<file path="src/rtl/qea_host_sequencer.sv">
// Host-side sequencer for the quantum emulation accelerator.
// Loads gate context, seeds the basis state, runs the emulator and streams the state vector back.
module qea_host_sequencer #(
  parameter int PE_NUM                  = 4,
  parameter int PE_NUM_WIDTH            = 2,
  parameter int DATA_WIDTH              = 32,
  parameter int NUM_FRAC_BIT            = 30,
  parameter int MAX_QBIT_WIDTH          = 6,
  parameter int STATE_ADDR_WIDTH        = 16,
  parameter int GATE_CONTEXT_ADDR_WIDTH = 16,
  parameter int RD_LATENCY              = 1,
  parameter int CYC_CNT_WIDTH           = 32,
  parameter int TIMEOUT_CYCLES          = 2**20
) (
  input  logic                                   clk,
  input  logic                                   rst_n,
  input  logic                                   i_go,
  input  logic [MAX_QBIT_WIDTH-1:0]              i_qbit_num,
  input  logic [GATE_CONTEXT_ADDR_WIDTH-1:0]     i_ins_num,
  input  logic [STATE_ADDR_WIDTH+PE_NUM_WIDTH-1:0] i_init_idx,
  input  logic                                   s_ctx_valid,
  output logic                                   s_ctx_ready,
  input  logic [2*DATA_WIDTH-1:0]                s_ctx_data,
  output logic                                   m_state_valid,
  input  logic                                   m_state_ready,
  output logic [PE_NUM*2*DATA_WIDTH-1:0]         m_state_data,
  output logic                                   m_state_last,
  output logic                                   o_busy,
  output logic                                   o_done,
  output logic                                   o_timeout,
  output logic [CYC_CNT_WIDTH-1:0]               o_cycle_count,
  output logic                                   o_qea_start,
  output logic [MAX_QBIT_WIDTH-1:0]              o_qea_qbit_num,
  output logic                                   o_qea_ctx_en,
  output logic                                   o_qea_ctx_wea,
  output logic [GATE_CONTEXT_ADDR_WIDTH-1:0]     o_qea_ctx_addr,
  output logic [2*DATA_WIDTH-1:0]                o_qea_ctx_data,
  output logic [PE_NUM-1:0]                      o_qea_state_ena,
  output logic [PE_NUM-1:0]                      o_qea_state_wea,
  output logic [STATE_ADDR_WIDTH-1:0]            o_qea_state_addra,
  output logic [PE_NUM*2*DATA_WIDTH-1:0]         o_qea_state_dina,
  input  logic                                   i_qea_complete,
  input  logic [PE_NUM*2*DATA_WIDTH-1:0]         i_qea_state_dout
);

  localparam int CTX_W     = 2*DATA_WIDTH;
  localparam int ROW_W     = PE_NUM*CTX_W;
  localparam int IDX_W     = STATE_ADDR_WIDTH + PE_NUM_WIDTH;
  localparam int WAIT_LAST = (RD_LATENCY > 0) ? RD_LATENCY-1 : 0;
  localparam logic [DATA_WIDTH-1:0]    FIX_ONE     = DATA_WIDTH'(64'd1 << NUM_FRAC_BIT);
  localparam logic [CYC_CNT_WIDTH-1:0] TIMEOUT_VAL = CYC_CNT_WIDTH'(TIMEOUT_CYCLES);

  typedef enum logic [3:0] {
    IDLE, LOAD_CTX, INIT_STATE, START, RUN, RD_ISSUE, RD_WAIT, RD_HOLD, DONE
  } state_t;

  state_t state_q, state_d;
  logic [MAX_QBIT_WIDTH-1:0]          qbit_q;
  logic [GATE_CONTEXT_ADDR_WIDTH-1:0] ins_q, ctx_cnt_q;
  logic [IDX_W-1:0]                   idx_q, go_mask;
  logic [STATE_ADDR_WIDTH-1:0]        row_q, last_row, tgt_row;
  logic [PE_NUM_WIDTH-1:0]            tgt_lane;
  logic [7:0]                         wait_q;
  logic [CYC_CNT_WIDTH-1:0]           cyc_q, cyc_inc;
  logic                               timeout_q, hit_timeout;
  logic [ROW_W-1:0]                   rd_data_q, init_row;

  // Index wrap mask for the incoming qubit count, applied once at latch time.
  always_comb begin
    go_mask = '1;
    if (int'(i_qbit_num) < IDX_W)
      go_mask = IDX_W'((64'd1 << i_qbit_num) - 64'd1);
  end

  always_comb begin
    last_row = '1;
    if (int'(qbit_q) <= PE_NUM_WIDTH)
      last_row = '0;
    else if (int'(qbit_q) - PE_NUM_WIDTH < STATE_ADDR_WIDTH)
      last_row = STATE_ADDR_WIDTH'((64'd1 << (int'(qbit_q) - PE_NUM_WIDTH)) - 64'd1);
  end

  // Lane order is reversed: basis index 0 lands in the most significant lane.
  assign tgt_row  = idx_q[IDX_W-1:PE_NUM_WIDTH];
  assign tgt_lane = PE_NUM_WIDTH'(PE_NUM - 1) - idx_q[PE_NUM_WIDTH-1:0];

  always_comb begin
    init_row = '0;
    for (int j = 0; j < PE_NUM; j++)
      if (row_q == tgt_row && tgt_lane == PE_NUM_WIDTH'(j))
        init_row[j*CTX_W + DATA_WIDTH +: DATA_WIDTH] = FIX_ONE;
  end

  assign cyc_inc     = cyc_q + CYC_CNT_WIDTH'(1);
  assign hit_timeout = (TIMEOUT_CYCLES != 0) && !i_qea_complete && (cyc_inc == TIMEOUT_VAL);

  always_comb begin
    state_d           = state_q;
    s_ctx_ready       = 1'b0;
    m_state_valid     = 1'b0;
    m_state_last      = 1'b0;
    o_done            = 1'b0;
    o_qea_start       = 1'b0;
    o_qea_ctx_en      = 1'b0;
    o_qea_ctx_wea     = 1'b0;
    o_qea_ctx_addr    = '0;
    o_qea_ctx_data    = '0;
    o_qea_state_ena   = '0;
    o_qea_state_wea   = '0;
    o_qea_state_addra = '0;
    o_qea_state_dina  = '0;
    case (state_q)
      IDLE: if (i_go) state_d = (i_ins_num == '0) ? INIT_STATE : LOAD_CTX;
      LOAD_CTX: begin
        s_ctx_ready = 1'b1;
        if (s_ctx_valid) begin
          o_qea_ctx_en   = 1'b1;
          o_qea_ctx_wea  = 1'b1;
          o_qea_ctx_addr = ctx_cnt_q;
          o_qea_ctx_data = s_ctx_data;
          if (ctx_cnt_q == ins_q - GATE_CONTEXT_ADDR_WIDTH'(1)) state_d = INIT_STATE;
        end
      end
      INIT_STATE: begin
        o_qea_state_ena   = '1;
        o_qea_state_wea   = '1;
        o_qea_state_addra = row_q;
        o_qea_state_dina  = init_row;
        if (row_q == last_row) state_d = START;
      end
      START: begin
        o_qea_start = 1'b1;
        state_d     = RUN;
      end
      RUN: begin
        if (i_qea_complete)   state_d = RD_ISSUE;
        else if (hit_timeout) state_d = DONE;
      end
      RD_ISSUE: begin
        o_qea_state_ena   = '1;
        o_qea_state_addra = row_q;
        state_d           = RD_WAIT;
      end
      RD_WAIT: if (wait_q == 8'(WAIT_LAST)) state_d = RD_HOLD;
      RD_HOLD: begin
        m_state_valid = 1'b1;
        m_state_last  = (row_q == last_row);
        if (m_state_ready) state_d = m_state_last ? DONE : RD_ISSUE;
      end
      DONE: begin
        o_done  = 1'b1;
        state_d = IDLE;
      end
      default: state_d = IDLE;
    endcase
  end

  // Datapath registers advance alongside the state register.
  always_ff @(posedge clk or negedge rst_n) begin
    if (!rst_n) begin
      state_q   <= IDLE;
      qbit_q    <= '0;
      ins_q     <= '0;
      idx_q     <= '0;
      ctx_cnt_q <= '0;
      row_q     <= '0;
      wait_q    <= '0;
      cyc_q     <= '0;
      timeout_q <= 1'b0;
      rd_data_q <= '0;
    end else begin
      state_q <= state_d;
      case (state_q)
        IDLE: if (i_go) begin
          qbit_q    <= i_qbit_num;
          ins_q     <= i_ins_num;
          idx_q     <= i_init_idx & go_mask;
          ctx_cnt_q <= '0;
          row_q     <= '0;
          timeout_q <= 1'b0;
        end
        LOAD_CTX: if (s_ctx_valid) ctx_cnt_q <= ctx_cnt_q + GATE_CONTEXT_ADDR_WIDTH'(1);
        INIT_STATE: row_q <= (row_q == last_row) ? '0 : row_q + STATE_ADDR_WIDTH'(1);
        START: cyc_q <= '0;
        RUN: begin
          cyc_q <= cyc_inc;
          if (hit_timeout) timeout_q <= 1'b1;
        end
        RD_ISSUE: wait_q <= '0;
        RD_WAIT: begin
          wait_q <= wait_q + 8'd1;
          if (wait_q == 8'(WAIT_LAST)) rd_data_q <= i_qea_state_dout;
        end
        RD_HOLD: if (m_state_ready && row_q != last_row) row_q <= row_q + STATE_ADDR_WIDTH'(1);
        default: ;
      endcase
    end
  end

  assign o_busy         = (state_q != IDLE);
  assign o_qea_qbit_num = o_busy ? qbit_q : '0;
  assign o_timeout      = timeout_q;
  assign o_cycle_count  = cyc_q;
  assign m_state_data   = rd_data_q;

endmodule

</file>
<file path="config.mk">
export PLATFORM = sky130hd
export DESIGN_NAME = qea_host_sequencer
export DESIGN_NICKNAME = d
export VERILOG_FILES = /design/src/rtl/qea_host_sequencer.sv
export SDC_FILE = /design/constraint.sdc
export NUM_CORES = 1
export LEC_CHECK = 0
export ABC_CLOCK_PERIOD_IN_PS = 5500
export CAP_MARGIN = 20
export CORE_AREA = 5 5 401 403
export CTS_CLUSTER_SIZE = 30
export DETAILED_ROUTE_END_ITERATION = 7
export DIE_AREA = 0 0 406 408
export PLACE_DENSITY_LB_ADDON = 0.15
export REMOVE_ABC_BUFFERS = 1
export SLEW_MARGIN = 20
export SYNTH_ARGS = -nofsm -noshare
export SYNTH_HDL_FRONTEND = slang
export SYNTH_SLANG_ARGS = --single-unit
</file>
<file path="constraint.sdc">
create_clock -name clk -period 5.5 [get_ports clk]
set_input_delay 1.1 -clock clk [delete_from_list [all_inputs] [get_ports clk]]
set_output_delay 1.1 -clock clk [all_outputs]
set_load 0.01 [all_outputs]
</file>
[Word level (Yosys, flattened, before mapping)]
Cells that the tools add are included.
Operators by class
  add/subtract/negate cells: 9
  $mul: 0
  divide/modulo/power cells: 0
  magnitude comparators: 3
  eq/ne operators: 25
  shifts and indexed selects: 2
  mux-type cells: 45
  bitwise logic cells: 1
  reductions and logical operators: 24
Operators by type and width (count)
  2-to-1 mux 256 bit: 1
  2-to-1 mux 16 bit: 9
  2-to-1 mux 64 bit: 2
  2-to-1 mux 31 bit: 4
  one-hot mux 32 bit (2 select lines): 1
  == test 16 bit: 3
  one-hot mux 16 bit (3 select lines): 1
  2-to-1 mux 4 bit: 11
  adder 16 x 1 -> 16 bit, second input constant: 2
  adder 32 x 1 -> 32 bit, second input constant: 1
  == test 32 x 21 -> 1 bit, second input constant: 1
  less-than comparator 32 x 6 -> 1 bit, second input constant: 1
  one-hot mux 16 bit (2 select lines): 1
  one-hot mux 4 bit (8 select lines): 1
  left shift 1 x 32 -> 16 bit, first input constant: 1
  subtractor 16 x 1 -> 16 bit, second input constant: 2
  bitwise AND 18 bit: 1
  2-to-1 mux 18 bit: 1
  left shift 1 x 6 -> 18 bit, first input constant: 1
  subtractor 18 x 1 -> 18 bit, second input constant: 1
  == test 4 x 3 -> 1 bit, second input constant: 4
  logical NOT 16 bit: 1
  inequality test 16 bit: 1
  inequality test 2 bit, second input constant: 8
  28 further kinds: 49
Word-level totals
  register bits after elaboration: 373
  latch bits: 0
  RAM bits: 0
  ROM bits: 0
  bits of input ports: 366
  output and inout bits: 663
  logic and storage cells: 119
  memories kept: 0

[Depth between registers and ports, before layout]
Gate-level depths: netlist of run 1.
  depth after elaboration: 9
  depth in mapped cells: 21
  mapped depth without buffers: 16

[Worst setup path after synthesis of run 1]
Ideal clock, no wire load.
  kind: register -> output
  start point: reg qbit_q[1]
  end point: out m_state_last
  arrival: 3.392 ns
  required time: 4.400 ns
  slack: 1.008 ns
  stages on the path, launching flop included: 18
  path buffers: 4
  cell sequence: dfrtp_1 > buf_2 > buf_2 > inv_1 > ha_1 > buf_2 > and2_1 > o2111ai_1 > nor2_1 > inv_1 > ha_1 > clkbuf_1 > a21oi_1 > mux2_2 > a22o_1 > nor4_1 > nand2_1 > nor4_1
Between the ends
  word-level cells in the longest chain between the ends: 7
  elaborated cells on any way between the ends: 9
  classes of those cells: add/sub (2); order compare (2); eq/ne (1); shift (1); mux (3)
RTL lines
  start, declared: RTL line 58  | logic [MAX_QBIT_WIDTH-1:0] qbit_q;
  start signal, assigned: RTL line 175  | qbit_q <= i_qbit_num;
  subtractor 6 x 2 -> 7 bit: RTL line 79, 80
  left shift 1 x 32 -> 16 bit: RTL line 80  | last_row = STATE_ADDR_WIDTH'((64'd1 << (int'(qbit_q) - PE_NUM_WIDTH)) - 64'd1);
  subtractor 16 x 1 -> 16 bit: RTL line 80
  2-to-1 mux 16 bit: RTL line 79  | else if (int'(qbit_q) - PE_NUM_WIDTH < STATE_ADDR_WIDTH)
  2-to-1 mux 16 bit (*): RTL line 77  | if (int'(qbit_q) <= PE_NUM_WIDTH)
  == test 16 bit (*): RTL line 147  | m_state_last = (row_q == last_row);
  2-to-1 mux 1 bit (*): RTL line 112  | case (state_q)
  end, declared: RTL line 27  | output logic m_state_last,
Mark *: on every way between the ends. The rest lies on a longest branch, timed or not.

[Worst setup path in the final report of run 1]
  start point: reg qbit_q[2]
  end point: out m_state_last
Same word-level chain as after synthesis.

==> results of run 1 <==
## through the flow
| stage | hold slack (ns) | worst slack (ns) |
|---|---|---|
| 6_report | 0.489 | 0.313 |
| 5_1_grt | 0.515 | 0.00737 |
| 4_1_cts | 0.492 | 0.155 |
| 3_5_place_dp | 0.481 | 0.264 |
| 3_3_place_gp | 0.478 | 0.261 |
| 2_1_floorplan | 0.450 | -1.86 |
## sequential cells by signal (all words and copies together) (netlist names)
| register | cells |
|---|---|
| m_state_data | 256 |
| o_cycle_count | 32 |
| idx_q | 18 |
| ctx_cnt_q | 16 |
| ins_q | 16 |
| row_q | 16 |
| wait_q | 8 |
| qbit_q | 6 |
| state_q | 4 |
| o_timeout | 1 |
## kinds of logic (layout without fill, tap and decap cells)
family / Yosys count / in the layout / synth area share
and+or+nand+nor: 595 / 595 / 0.149
buffers and inverters: 423 / 944 / 0.128
DFF: 373 / 373 / 0.457
AOI/OAI and AO/OA: 282 / 282 / 0.0848
muxes: 270 / 270 / 0.148
xor gates and xnor gates: 61 / 61 / 0.0262
adders and majority gates: 11 / 11 / 0.00674
other: 1 / 257 / 0.000184
## routing by layer
| layer | global-route usage | vias up | wire [um] |
|---|---|---|---|
| li1 | - | 8018 | - |
| met1 | 0.128 | 8459 | 38000 |
| met4 | 0.0264 | 2 | 2030 |
| met5 | 0 | - | 13 |
| met3 | 0.0223 | 98 | 4750 |
| met2 | 0.207 | 435 | 51200 |
## critical path, cell delays in order, from the launching register on
cell           delay [ns]
dfrtp_2              0.42
inv_2                0.11
ha_4                 0.20
and2_1               0.19
o2111ai_2            0.18
nor2_2               0.15
inv_1                0.05
ha_1                 0.20
buf_4                0.17
mux2_2               0.30
a22o_1               0.26
nor4_1               0.32
nand2_1              0.12
nor4_2               0.31
buf_4                0.19
dlygate4sd2_1        0.27
## worst max-delay path by stage
stage / cells past startpoint / startpoint / to
6_report: 15 / qbit_q[2]$_DFFE_PN0P_ / m_state_last
5_1_grt: 15 / qbit_q[1]$_DFFE_PN0P_ / m_state_last
4_1_cts: 16 / qbit_q[2]$_DFFE_PN0P_ / m_state_last
3_5_place_dp: 16 / qbit_q[2]$_DFFE_PN0P_ / m_state_last
3_3_place_gp: 16 / qbit_q[2]$_DFFE_PN0P_ / m_state_last
2_1_floorplan: 6 / wait_q[0]$_DFFE_PN0N_ / m_state_data[0]$_DFFE_PN0P_
## cell usage in the layout (no fill, tap or decap), drive strengths merged, types with 41 or more instances in the layout
cell type      instances
inv                   41
mux2                 260
o21ai                122
nand2                155
a21oi                 58
conb                 252
buf                   42
clkdlybuf4s50        773
and3                  97
dfrtp                373
nand3                 54
clkbuf                77
nor2                 113
## power breakdown
group	switching, W	internal (W)	leakage, nW
registers	0.000780	0.00392	4.55
logic	0.00361	0.00387	7.45
clock network	0.00141	0.00203	0.835
total	0.00580	0.00982	12.8
## layout make-up
class                      instances  area [um^2]  share of cell area
timing repair buffer             816         8130               0.259
antenna                            5         12.5            0.000398
sequential                       373         9340               0.297
tap                             2072         2590              0.0825
inverter                          37          139             0.00442
clock inverter                    14          155             0.00494
multi-input combinational       1471         9520               0.303
clock buffer                      77         1550              0.0492
## cell usage after synthesis (all sizes together), types with 4 or more instances
library cell	count	area, um^2
and4	10	87.6
and3	97	607
xnor2	35	307
a31oi	16	100
nand3	54	270
buf	282	2070
nor2	113	424
and2	4	25.0
or4	11	86.3
o211ai	8	65.1
clkbuf	104	393
o22ai	5	37.5
or3	18	113
ha	11	138
o21ai	122	614
nand2	155	582
a21oi	58	290
nor3	33	176
o21a	5	37.5
dfrtp	373	9330
nand2b	6	37.5
nand4	31	194
nor2b	19	119
o41ai	5	43.8
nor3b	4	35.0
a21o	7	52.6
o31ai	18	149
nor4	22	144
xor2	26	228
or2	8	50.1
inv	37	139
a22o	7	61.3
mux2i	10	100
mux2	260	2930
a32oi	4	35.0
## repair_timing
action	CTS	global route
gates resized for setup	13	1
hold buffers	0	0
setup buffers	3	0
endpoints found under the setup margin	1	1
endpoints found under the hold margin	0	0
pin swaps	3	1
==> impl_metrics.env, run 1 <==
export IMPL_slew_violations=0
export IMPL_dr_pass1_iters=5
export IMPL_die_height_um=408
export IMPL_cts_path_max_buffers=3
export IMPL_dp_cells=4766
export IMPL_rsz0062_at_grt="no"
export IMPL_antenna_found_initial=9
export IMPL_drive_gt1_frac=0.151
export IMPL_cts_tree="built"
export IMPL_track_usage=0.110
export IMPL_grt_pass1_wl_mm=135
export IMPL_syn_area_um2=20400
export IMPL_clock_sinks=373
export IMPL_grt_max_degree=96
export IMPL_powerDensity_nw_per_um2=497
export IMPL_finalCriticalPeriod_ns=5.19
export IMPL_hold_class="flip-flop to flip-flop"
export IMPL_fmax_mhz=193
export IMPL_cp_end_kind="primary output"
export IMPL_postRouteAntennaNets=0
export IMPL_insertion_delay_ns=0.64
export IMPL_nFillCells=17366
export IMPL_total_power_w=0.0156
export IMPL_route_detailed_wl_per_inst_um=19.7
export IMPL_path_max_fanout=11
export IMPL_async_reset_ff_frac=1.00
export IMPL_ctsRootBufferMaster="clkbuf_16"
export IMPL_grt_overflow_total=0
export IMPL_postPlaceCellArea_um2=29600
export IMPL_vdd_drop_max_uv=253
export IMPL_maxCapViolations=0
export IMPL_finalCritPeriodShare=0.943
export IMPL_htreeDepth=2
export IMPL_synthFlopType="dfrtp_1"
export IMPL_die_w_um=406
export IMPL_final_area_um2=31400
export IMPL_seq_area_frac_synth=0.457
export IMPL_postSynthCellCount=2016
export IMPL_routed_via_count=17012
export IMPL_dp_hpwl_mm=74.7
export IMPL_portBuffers=776
export IMPL_start_util=0.130
export IMPL_yosys_warnings=0
export IMPL_cp_arrival_ns=4.09
export IMPL_numCtsBuffers=53
export IMPL_r2r_slack_ns=1.19
export IMPL_wirelength_mm=96.0
export IMPL_grt_pass1_vias=17465
export IMPL_nets=3129
export IMPL_drt_iter0_markers=708
export IMPL_utilization=0.200
export IMPL_hold_violations=0
export IMPL_area_growth_pct=53.9
export IMPL_finClkSkew_ns=0.0416
export IMPL_path_class="flip-flop to primary output"
export IMPL_r2r_end="row_q[15]$_DFFE_PN0P_"
export IMPL_whs_endpoint="wait_q[7]$_DFFE_PN0N_"
export IMPL_worst_slew_pin_slew_ns=0.946
export IMPL_holdPathStages=1
export IMPL_cp_required_ns=4.40
export IMPL_fp_row_count=146
export IMPL_gp_congestion=0.789
export IMPL_p_leak_nw=12.8
export IMPL_reg2reg_from="qbit_q[1]$_DFFE_PN0P_"
export IMPL_drcViolationCount=0
export IMPL_synth_cell_types=74
export IMPL_pin_count=1029
export IMPL_ff2ff_path_depth=12
export IMPL_maxSlewHeadroom=0.363
export IMPL_setup_viol=0
export IMPL_core_area_um2=157000
export IMPL_fin_cells=4865
export IMPL_finalSetupTns_ns=0
export IMPL_cts_reportedPaths_clkPinSlew_ns=0.07
export IMPL_syn_avg_cell_area_um2=10.1
export IMPL_routed_via_density=3.50
export IMPL_synth_seq_cells=373
export IMPL_die_area_um2=166000
export IMPL_worstHoldStart="wait_q[7]$_DFFE_PN0N_"
export IMPL_startpoint_type="flip-flop"
export IMPL_outcome="finished, final reports clean"
export IMPL_synth_edff_count=0
Power figures use the tool's default switching activity.
==> run 2: changes to the inputs <==
HOLD_SLACK_MARGIN = 0.1   (was not set)
==> results of run 2 <==
No change in the layout: final DEF, timing and power equal those of run 1.
